$ cat config.mk
export PLATFORM = sky130hd
export DESIGN_NAME = addsub_nibble_sched
export DESIGN_NICKNAME = d
export VERILOG_FILES = /design/src/rtl/addsub_nibble_sched.sv
export SDC_FILE = /design/constraint.sdc
export NUM_CORES = 1
export LEC_CHECK = 0
export CAP_MARGIN = 20
export CELL_PAD_IN_SITES_DETAIL_PLACEMENT = 1
export CELL_PAD_IN_SITES_GLOBAL_PLACEMENT = 2
export CORE_UTILIZATION = 29
export CTS_CLUSTER_DIAMETER = 30
export DETAILED_ROUTE_END_ITERATION = 8
export PLACE_DENSITY_LB_ADDON = 0.1
export SKIP_CTS_REPAIR_TIMING = 1
export SLEW_MARGIN = 20
export SYNTH_ARGS = -nofsm -noshare
export SYNTH_HDL_FRONTEND = slang
export SYNTH_SLANG_ARGS = --single-unit
$ cat constraint.sdc
create_clock -name clk -period 6.3 [get_ports clk]
set_input_delay 1.26 -clock clk [delete_from_list [all_inputs] [get_ports clk]]
set_output_delay 1.26 -clock clk [all_outputs]
set_load 0.02 [all_outputs]
$ cat src/rtl/addsub_nibble_sched.sv
// Two-requester add/subtract unit sharing one 4-bit adder, one nibble per clock, LSB first.
// Accept to rsp_valid takes NIBBLES edges; the result holds in DONE until rsp_ready.
module addsub_nibble_sched #(
    parameter int NIBBLES = 4
) (
    input  logic                   clk,
    input  logic                   rst_n,
    input  logic                   req0_valid,
    output logic                   req0_ready,
    input  logic [4*NIBBLES-1:0]   req0_a,
    input  logic [4*NIBBLES-1:0]   req0_b,
    input  logic                   req0_m,
    input  logic                   req1_valid,
    output logic                   req1_ready,
    input  logic [4*NIBBLES-1:0]   req1_a,
    input  logic [4*NIBBLES-1:0]   req1_b,
    input  logic                   req1_m,
    output logic                   rsp_valid,
    input  logic                   rsp_ready,
    output logic                   rsp_id,
    output logic [4*NIBBLES-1:0]   rsp_sum,
    output logic                   rsp_cout,
    output logic                   rsp_ovf,
    output logic                   busy
);

    localparam int W  = 4 * NIBBLES;
    localparam int KW = (NIBBLES > 1) ? $clog2(NIBBLES) : 1;
    localparam logic [KW-1:0] K_LAST = KW'(NIBBLES - 1);

    typedef enum logic [1:0] {IDLE, RUN, DONE} state_t;

    state_t          state_q, state_d;
    logic            ptr_q, ptr_d;
    logic            id_q, id_d;
    logic            m_q, m_d;
    logic            carry_q, carry_d;
    logic            ovf_q, ovf_d;
    logic [KW-1:0]   k_q, k_d;
    logic [W-1:0]    a_q, a_d;
    logic [W-1:0]    b_q, b_d;
    logic [W-1:0]    sum_q, sum_d;

    logic            gnt;
    logic            accept;
    logic [3:0]      bx;
    logic [4:0]      nib;
    logic            c3;

    // Pointer only matters under contention; a lone requester always wins.
    assign gnt        = (req0_valid & req1_valid) ? ptr_q : req1_valid;
    assign req0_ready = rst_n & (state_q == IDLE) & req0_valid & ~gnt;
    assign req1_ready = rst_n & (state_q == IDLE) & req1_valid & gnt;
    assign accept     = req0_ready | req1_ready;

    // Operands shift right each RUN cycle, so the active nibble is always bits [3:0].
    assign bx  = b_q[3:0] ^ {4{m_q}};
    assign nib = {1'b0, a_q[3:0]} + {1'b0, bx} + {4'b0, carry_q};
    assign c3  = nib[3] ^ a_q[3] ^ bx[3];

    always_comb begin
        state_d = state_q;
        ptr_d   = ptr_q;
        id_d    = id_q;
        m_d     = m_q;
        carry_d = carry_q;
        ovf_d   = ovf_q;
        k_d     = k_q;
        a_d     = a_q;
        b_d     = b_q;
        sum_d   = sum_q;
        case (state_q)
            IDLE: begin
                if (accept) begin
                    a_d     = gnt ? req1_a : req0_a;
                    b_d     = gnt ? req1_b : req0_b;
                    m_d     = gnt ? req1_m : req0_m;
                    carry_d = gnt ? req1_m : req0_m;
                    id_d    = gnt;
                    ptr_d   = ~gnt;
                    k_d     = '0;
                    state_d = RUN;
                end
            end
            RUN: begin
                a_d     = a_q >> 4;
                b_d     = b_q >> 4;
                sum_d   = (sum_q >> 4) | (W'(nib[3:0]) << (W - 4));
                carry_d = nib[4];
                ovf_d   = c3 ^ nib[4];
                k_d     = k_q + KW'(1);
                if (k_q == K_LAST) begin
                    state_d = DONE;
                end
            end
            DONE: begin
                if (rsp_ready) begin
                    state_d = IDLE;
                end
            end
            default: state_d = IDLE;
        endcase
    end

    always_ff @(posedge clk or negedge rst_n) begin
        if (!rst_n) begin
            state_q <= IDLE;
            ptr_q   <= 1'b0;
            id_q    <= 1'b0;
            m_q     <= 1'b0;
            carry_q <= 1'b0;
            ovf_q   <= 1'b0;
            k_q     <= '0;
            a_q     <= '0;
            b_q     <= '0;
            sum_q   <= '0;
        end else begin
            state_q <= state_d;
            ptr_q   <= ptr_d;
            id_q    <= id_d;
            m_q     <= m_d;
            carry_q <= carry_d;
            ovf_q   <= ovf_d;
            k_q     <= k_d;
            a_q     <= a_d;
            b_q     <= b_d;
            sum_q   <= sum_d;
        end
    end

    assign rsp_valid = (state_q == DONE);
    assign busy      = (state_q != IDLE);
    assign rsp_id    = id_q;
    assign rsp_sum   = sum_q;
    assign rsp_cout  = carry_q;
    assign rsp_ovf   = ovf_q;

endmodule

; ---- Word-level counts from Yosys, hierarchy flattened
; Cells that the tools add are included.
[totals]
ff_bits = 57
latch_bits = 0
ramBits = 0
mem_bits_ro = 0
inputBits = 71
elab_cells = 54
n_memories = 0
[op_classes]
n_addsub = 3
mul = 0
n_div = 0
magnitude_cmp = 0
n_eq_ne = 6
n_shift = 0
muxes = 16
n_bitwise = 13
reduce_logical = 6
[op_table]
columns = op, n
row1 = two-way mux 16 bit, 4
row2 = one-hot mux 16 bit (2 select lines), 2
row3 = bitwise OR 12 x 16 -> 16 bit, 1
row4 = two-way mux 2 bit, 4
row5 = AND 1 bit, 6
row6 = one-hot mux 2 bit (3 select lines), 1
row7 = adder 4 x 4 -> 5 bit, 1
row8 = adder 5 x 1 -> 5 bit, 1
row9 = "== test 2 bit, second input constant", 2
row10 = "!= test 2 bit, second input constant", 2
row11 = one-hot mux 2 bit (2 select lines), 1
row12 = AND reduction 2 bit, 2
row13 = nonzero test 2 bit, 2
row14 = bitwise XOR 4 bit, 1
row15 = two-way mux 1 bit, 3
row16 = AND reduction 3 bit, 1
row17 = bitwise XOR 1 bit, 3
row18 = "adder 2 x 1 -> 2 bit, second input constant", 1
row19 = "== test 2 x 1 -> 1 bit, second input constant", 1
row20 = logical NOT 2 bit, 1
row21 = "!= test 2 x 1 -> 1 bit, second input constant", 1
row22 = one-hot mux 1 bit (2 select lines), 1
row23 = inverter 1 bit, 1
row24 = bitwise OR 1 bit, 1

; ---- Depth between registers and ports, before layout
; Gate-level depths: netlist of run 1.
[logic_depth]
word_depth = 7
ltp_mapped = 9

; ---- Least setup slack after synthesis of run 1
; Ideal clock, no wire load.
[synth_path]
kind = input to output
start = input req0_valid
end = output req1_ready
arrival_time_ps = 2081
slack_ps = 2959
stages = 4
path_buffers = 1
path_cell_list = inv_2 o21ai_4 buf_4 nor3_1
[synth_between]
elab_chain_len = 3
[synth_lines]
columns = item, line
row1 = "start, declared", 8  ; input logic req0_valid,
row2 = AND 1 bit, 51  ; assign gnt = (req0_valid & req1_valid) ? ptr_q : req1_valid;
row3 = two-way mux 1 bit, 51
row4 = AND 1 bit, 53  ; assign req1_ready = rst_n & (state_q == IDLE) & req1_valid & gnt;
row5 = "end, declared", 14  ; output logic req1_ready,
; No other way between the ends.

; ---- Worst setup path after layout of run 1
[layout_path]
start = input req1_valid
end = output req1_ready
[layout_between]
elab_chain_len = 3
elab_cells_between_ends = 4
classes_between = mux: 1 / bitwise: 3
[layout_lines]
columns = item, line
row1 = "start, declared", 13  ; input logic req1_valid,
row2 = AND 1 bit, 51
row3 = two-way mux 1 bit, 51
row4 = AND 1 bit *, 53
; Mark *: on every way between the ends. The rest lies on a longest branch, timed or not.

==> results of run 1 <==
==> through the flow <==
step | util, % | total power [mW] | hold slack, ps | instance area [um^2] | worst slack [ps]
6_report | 42.6 | 2.12 | 478 | 4180 | 2130
5_1_grt | 42.6 | 2.33 | 501 | 4180 | 2030
4_1_cts | 42.5 | 2.17 | 484 | 4180 | 2110
3_5_place_dp | 40.5 | 1.81 | 466 | 3970 | 2120
3_3_place_gp | 40.2 | 1.76 | 458 | 3950 | 2230
2_1_floorplan | - | 1.44 | 450 | 2940 | 2960
==> Yosys cell counts (all sizes together) (5+ instances only) <==
cell type | count | area share [%]
a21o | 17 | 4.3
a21oi | 18 | 3.1
a221o | 10 | 3.4
a22o | 7 | 2.1
a311oi | 14 | 4.2
buf | 20 | 4.1
dfrtp | 57 | 48
nand2 | 107 | 14
nor2 | 19 | 2.7
o21ai | 10 | 2.2
xor2 | 5 | 1.7
==> report_power, final <==
group	switching [mW]	total (mW)	internal [mW]
combinational	0.584	1.11	0.524
sequential	0.121	0.664	0.543
clock	0.155	0.349	0.194
total	0.861	2.12	1.26
==> critical path, stage by stage <==
cell	delay, ps
clkdlybuf4s50_1	620
o21ai_4	90
nor3_1	270
clkdlybuf4s50_1	670
==> final cells by class <==
cell class | instances | area, um^2
timing repair buffer | 98 | 983
fill | 1176 | 5640
multi-input combinational | 235 | 1390
inverter | 4 | 15.0
clock buffer | 10 | 138
tap | 133 | 166
clock inverter | 6 | 67.6
sequential | 57 | 1430
==> worst paths after layout <==
| check | startpoint | endpoint | slack, ps | depth (start not counted) |
|---|---|---|---|---|
| max reg2reg | m_q$_DFFE_PN0P_ | rsp_ovf$_DFFE_PN0P_ | 3840 | 8 |
| max | req1_valid | req1_ready | 2130 | 4 |
| max in group asynchronous | rst_n | a_q[3]$_DFFE_PN0P_ | 4650 | 2 |
| min in group asynchronous | rst_n | rsp_sum[2]$_DFFE_PN0P_ | 1120 | 2 |
| min | b_q[4]$_DFFE_PN0P_ | b_q[4]$_DFFE_PN0P_ | 480 | 1 |
| min reg2reg | b_q[4]$_DFFE_PN0P_ | b_q[4]$_DFFE_PN0P_ | 480 | 1 |
==> logic make-up after synthesis <==
family	Yosys count	share of synthesized area, %
xor+xnor	9	2.93
simple gates	136	18.8
flops	57	48.5
fa+ha+maj	6	3.06
compound gates	81	20.5
mux	3	1.02
buf+inv	28	5.10
==> layer usage <==
metal | GRT usage (%) | vias up | routed length, um
li1 | - | 1263 | -
met5 | 0 | - | 0
met3 | 4.95 | 13 | 395
met1 | 21.0 | 1233 | 3610
met2 | 27.7 | 68 | 3780
met4 | 5.82 | 0 | 124
==> state kept, by name, summed over array words and instances, names as in the netlist <==
signal    count
m_q           1
rsp_cout      1
rsp_ovf       1
ptr_q         1
state_q       2
k_q           2
b_q          16
rsp_sum      16
rsp_id        1
a_q          16
==> cell usage in the layout (no fill, tap or decap), drive strengths merged, types with 5 or more instances in the layout <==
master and n:
a21o 17, a21oi 18, a221o 10, a22o 7, a311oi 14, buf 6
clkbuf 10, clkdlybuf4s50 92, dfrtp 57, nand2 107, nor2 19, o21ai 10
xor2 5
==> impl_metrics.ini, run 1 <==
[worst_setup_path]
crit_path_end_kind = output pin
cp_max_fo = 5
required_ps = 5040
worstPathArrival_ps = 2910
worst_setup_path_start_kind = primary input
worstSetupPathType = in2out

[timing]
fin_crit_ps = 4170
hold_viol_final = 0
slew_viol_final = 0
setup-tns-final_ps = 0
period_share_pct = 66.2
fin_skew_ps = 11.7
setup-violations-final = 0
worst_pin_slew_ps = 918
rsz0062_at_grt = no
relSlewSlack_pct = 38.8
timing.fmax_mhz = 240

[pwr]
leakagePower_nw = 1.93
ir_worst_vdd_mv = 0.177
power_density_mw_per_mm2 = 507

[floorplanning]
dieWidth_um = 103
ios = 94
die-area_mm2 = 0.0106
die_height_um = 103
core_mm2 = 0.00982
row_count = 36
start_util_pct = 30.0

[yosys]
syn_nets = 397
yosys.cell_types.count = 36
ys_seq_area_share_pct = 48.5
synth_area_per_cell_um2 = 9.19
yosys_warnings = 0
synth_cells = 320
synth_edf_count = 0
synthArstFlopShare_pct = 100
ys_ff_latch = 57
synth_flop_cell = dfrtp_1
synth_area_mm2 = 0.00294

[route]
drc = 0
ant_nets = 0
drt_wl_total_um = 7900
drt_iter0_markers = 72
first_pass_iters = 4
vias = 2577
via_per_inst = 4.75
wl_per_cell_um = 14.6

[finish]
antenna_cells = 0
nets = 482
layout-drive-gt1-share_pct = 7.80
area_delta_synth_final_pct = 42.2
fin_cells = 543

[placement]
hpwlAfterDp_um = 5460
dp_cells = 527
gp_congestion = 0.720
port_buffers = 93

[flow_run]
cap_viol_max_count = 0

[global_routing]
grt_pass1_wl_um = 13400
overflow = 0
antenna_found_initial = 0
first_global_vias = 2735
grt_max_degree = 61
grt.total_usage_pct = 16.8

[cts]
clk_latency_ps = 340
cts_tree = done
cts.htree.levels = 3
ctsLongestPathBuffers = 2
cts_sinks = 57
clk_pin_slew_ps = 60
root_buffer = clkbuf_8
cts_buffers = 9

[min_path]
hold_path_class = reg2reg

[run_status]
outcome = finished, final reports clean
Note: power is estimated with default switching activity, not from simulation.
==> inputs of run 2 (changes only) <==
Settings changed: CORE_UTILIZATION 29 to 24.
Clock period 6.3 ns to 3.8 ns, I/O delays scaled along.
==> impl_metrics.ini, run 2 (synthesized netlist as in run 1, its figures left out) <==
[timing]
rsz0062_at_grt = no
period_share_pct = 81.1
timing.fmax_mhz = 325
worst_pin_slew_ps = 956
slew_viol_final = 0
fin_crit_ps = 3080
setup-tns-final_ps = 0
hold_viol_final = 0
relSlewSlack_pct = 36.3
setup_slack_ps = 720
setup-violations-final = 0
fin_skew_ps = 5.14

[min_path]
hold_path_class = reg2reg
min_to = rsp_sum[2]$_DFFE_PN0P_
whs_path_depth = 2
hold_start = rsp_sum[2]$_DFFE_PN0P_

[global_routing]
antenna_found_initial = 0
grt.total_usage_pct = 14.5
grt_max_degree = 58
overflow = 0
grt_pass1_wl_um = 14000
first_global_vias = 2696

[pwr]
p_seq_share_pct = 30.5
switching_share_pct = 39.4
power_density_mw_per_mm2 = 860
combPwrFrac_pct = 49.6
leakagePower_nw = 1.95
p_int_mw = 2.21
ir_worst_vdd_mv = 0.306
switchingPower_mw = 1.44
clkPwrFrac_pct = 19.9

[floorplanning]
ios = 94
row_count = 40
core_mm2 = 0.0120
start_util_pct = 24.6
dieWidth_um = 113
die-area_mm2 = 0.0127
die_height_um = 113

[cts]
cts_tree = done
root_buffer = clkbuf_16
clk_latency_ps = 330
clk_pin_slew_ps = 50
cts.htree.levels = 3
ctsLongestPathBuffers = 2
cts_buffers = 9
cts_sinks = 57

[worst_setup_path]
ff2ff_path_depth = 8
worst_setup_path_start_kind = primary input
worstPathArrival_ps = 2320
crit_top_cell = clkdlybuf4s50_1
crit_chain = clkdlybuf4s50_1 -> inv_2 -> o21a_1 -> nor2_1 -> clkdlybuf4s50_1
required_ps = 3040
critPathMaxStageDelay_ps = 600
crit_slowest_cell = clkdlybuf4s50_1
r2r-end = rsp_ovf$_DFFE_PN0P_
worstSetupPathType = in2out
crit_path_end_kind = output pin
timing.rr.start = m_q$_DFFE_PN0P_
r2r_slack_ps = 1360
cp_max_fo = 5

[flow_run]
cap_viol_max_count = 0

[route]
drt_wl_total_um = 8330
wl_per_cell_um = 15.0
drt_iter0_markers = 110
drc = 0
ant_nets = 0
first_pass_iters = 4
vias = 2595
via_per_inst = 4.68

[placement]
hpwlAfterDp_um = 5600
gp_congestion = 0.684
port_buffers = 93
dp_worst_setup_slack_ps = 718
dp_cells = 541

[finish]
area_delta_synth_final_pct = 44.1
layout_common_cells = nand2_1, clkdlybuf4s50_1, dfrtp_1
nets = 482
fin_cells = 555
nFillCells = 1383
layout-drive-gt1-share_pct = 6.62
antenna_cells = 0
final_common_cell = nand2_1

[run_status]
outcome = finished, final reports clean
-- run 2: cell types whose count changed in the layout (fill, tap and decap cells not counted), sizes merged --
cell	before	now
clkbuf	10	14
bufinv	1	0
clkinv	3	0
clkinvlp	2	0
-- run 2: how the worst max path moves through the flow --
stage                          start         end
after global routing      req1_valid  req1_ready
after detailed placement  req1_valid  req1_ready
after CTS                 req1_valid  req1_ready
after global placement    req0_valid  req0_ready
after floorplan           req0_valid  req1_ready
final                     req0_valid  req0_ready
-- run 2: cell type report --
class	instances	area [um^2]	area share [%]
Multi-Input combinational cell	235	1390	32.7
Tap cell	147	184	4.34
Sequential cell	57	1430	33.6
Clock buffer	14	264	6.23
Inverter	4	15.0	0.354
Timing Repair Buffer	98	963	22.7
-- run 2: power by group through the flow --
stage	sequential, mW	clock (mW)	combinational, mW
4_1_cts	1.12	0.759	1.86
2_1_floorplan	1.17	0	1.22
3_5_place_dp	1.12	0	1.86
6_report	1.11	0.728	1.81
5_1_grt	1.15	0.790	2.03
3_3_place_gp	1.12	0	1.82
-- run 2: worst max-delay path: cells and delay by family --
family,cells,cell delay (ps)
buf+inv,3,1250
compound gates,1,200
simple gates,1,100
-- run 2: per-stage QoR --
step	hold slack (ps)	util, %	total power, mW	cell area [um^2]
finish	473	35.4	3.65	4240
global route	490	35.4	3.98	4240
CTS	478	35.4	3.74	4240
detailed placement	467	33.2	2.98	3980
global placement	459	33.2	2.94	3970
floorplan	450	-	2.39	2940
-- run 2: layer usage --
layer  up-vias  GRT usage (%)  wire length [um]
met5         -              0                 0
met4         0           5.60                86
met3         7           5.03               474
li1       1261              -                 -
met2        70           22.6              3800
met1      1257           18.4              3970
==> inputs of run 3 (changes only) <==
Settings changed: CORE_UTILIZATION 24 to 27.
Clock period 3.8 ns to 2.95 ns, I/O delays scaled along.
==> impl_metrics.ini, run 3 (synthesized netlist as in run 1, its figures left out) <==
[floorplanning]
core_mm2 = 0.0105
dieWidth_um = 106
die_height_um = 106
start_util_pct = 28.1
row_count = 37
ios = 94
die-area_mm2 = 0.0113

[timing]
relSlewSlack_pct = 34.7
worst_pin_slew_ps = 980
period_share_pct = 93.3
hold_viol_final = 0
fin_skew_ps = 6.79
fin_crit_ps = 2750
timing.fmax_mhz = 363
rsz0062_at_grt = no
slew_viol_final = 0
setup-violations-final = 0
setup-tns-final_ps = 0
holdWs_ps = 449

[worst_setup_path]
worst_setup_path_start_kind = primary input
timing.rr.start = m_q$_DFFE_PN0P_
critPathMaxStageDelay_ps = 600
required_ps = 2360
crit_path_start = req0_valid
crit_slowest_cell = clkdlybuf4s50_1
crit_chain = clkdlybuf4s50_1 -> inv_2 -> o21a_1 -> nor2_1 -> clkdlybuf4s50_1
worstPathArrival_ps = 2160
crit_path_end_kind = output pin
crit_top_cell = clkdlybuf4s50_1
worstSetupPathType = in2out
cp_max_fo = 5

[placement]
port_buffers = 93
gp_congestion = 0.698
hpwlAfterDp_um = 5650

[route]
wl_per_cell_um = 14.9
drt_wl_total_um = 8160
vias = 2610
via_per_inst = 4.76
first_pass_iters = 4
drc = 0
drt_iter0_markers = 65
ant_nets = 0

[pwr]
ir_worst_vdd_mv = 0.360
power_density_mw_per_mm2 = 1070
leakagePower_nw = 1.93

[global_routing]
overflow = 0
grt.total_usage_pct = 15.5
antenna_found_initial = 0
grt_max_degree = 58
first_global_vias = 2665
grt_pass1_wl_um = 13500

[finish]
final_common_cell = nand2_1
antenna_cells = 0
area_delta_synth_final_pct = 41.4
layout-drive-gt1-share_pct = 8.25
nets = 485
multi_input_area_mm2 = 0.00138
nFillCells = 1239
layout_common_cells = nand2_1, clkdlybuf4s50_1, dfrtp_1
seq_area_mm2 = 0.00143

[cts]
clk_latency_ps = 330
cts.htree.levels = 3
cts_buffers = 9
ctsLongestPathBuffers = 2
cts_tree = done
cts_sinks = 57
clk_pin_slew_ps = 60
root_buffer = clkbuf_8

[min_path]
hold_path_class = in2async

[flow_run]
cap_viol_max_count = 0

[run_status]
outcome = finished, final reports clean
## run 3: changes by cell type in the layout (fill, tap and decap cells not counted), sizes merged
cell,change
buf,+3
clkbuf,-2
clkinv,+3
## run 3: layout make-up
class / instances / share of cell area (%)
tap: 136 / 4.09
multi-input combinational: 235 / 33.2
timing repair buffer: 101 / 23.7
inverter: 4 / 0.361
sequential: 57 / 34.3
clock buffer: 12 / 3.97
clock inverter: 3 / 0.361
## run 3: worst max-delay path: cells and delay by family
family          cells  cell delay [ps]
buf+inv             3             1260
compound gates      1              200
simple gates        1              100
## run 3: worst paths after layout
path	slack [ps]	cells past startpoint	to
setup / recovery	200	5	req0_ready
setup reg to reg	510	8	rsp_ovf$_DFFE_PN0P_
hold reg to reg	470	2	rsp_sum[0]$_DFFE_PN0P_
min in group clk	470	2	rsp_sum[0]$_DFFE_PN0P_
hold / removal	450	2	rsp_sum[0]$_DFFE_PN0P_
max in group asynchronous	2000	2	k_q[1]$_DFFE_PN0P_
## run 3: metal layers
layer  vias to the layer above  routed length [um]  track usage [%]
met5                         -                   0                0
met4                         0                 136             6.05
met3                        12                 370             3.74
met2                        67                3850             25.6
met1                      1259                3810             19.5
li1                       1272                   -                -
## run 3: through the flow
stage | std cells | power [mW] | utilization [%] | setup slack [ps] | cell area (um^2)
2_1_floorplan | 320 | 3.08 | - | 662 | 2940
3_3_place_gp | 533 | 3.80 | 38.0 | 222 | 3980
3_5_place_dp | 533 | 3.86 | 38.0 | 184 | 3980
4_1_cts | 548 | 4.56 | 39.8 | 174 | 4160
5_1_grt | 548 | 4.86 | 39.8 | 109 | 4160
6_report | 548 | 4.46 | 39.8 | 198 | 4160
## run 3: report_power, final
group          internal, mW  total, mW  switching [mW]
combinational          1.11       2.36            1.25
sequential             1.16       1.43           0.266
clock                 0.365      0.675           0.310
total                  2.63       4.46            1.83
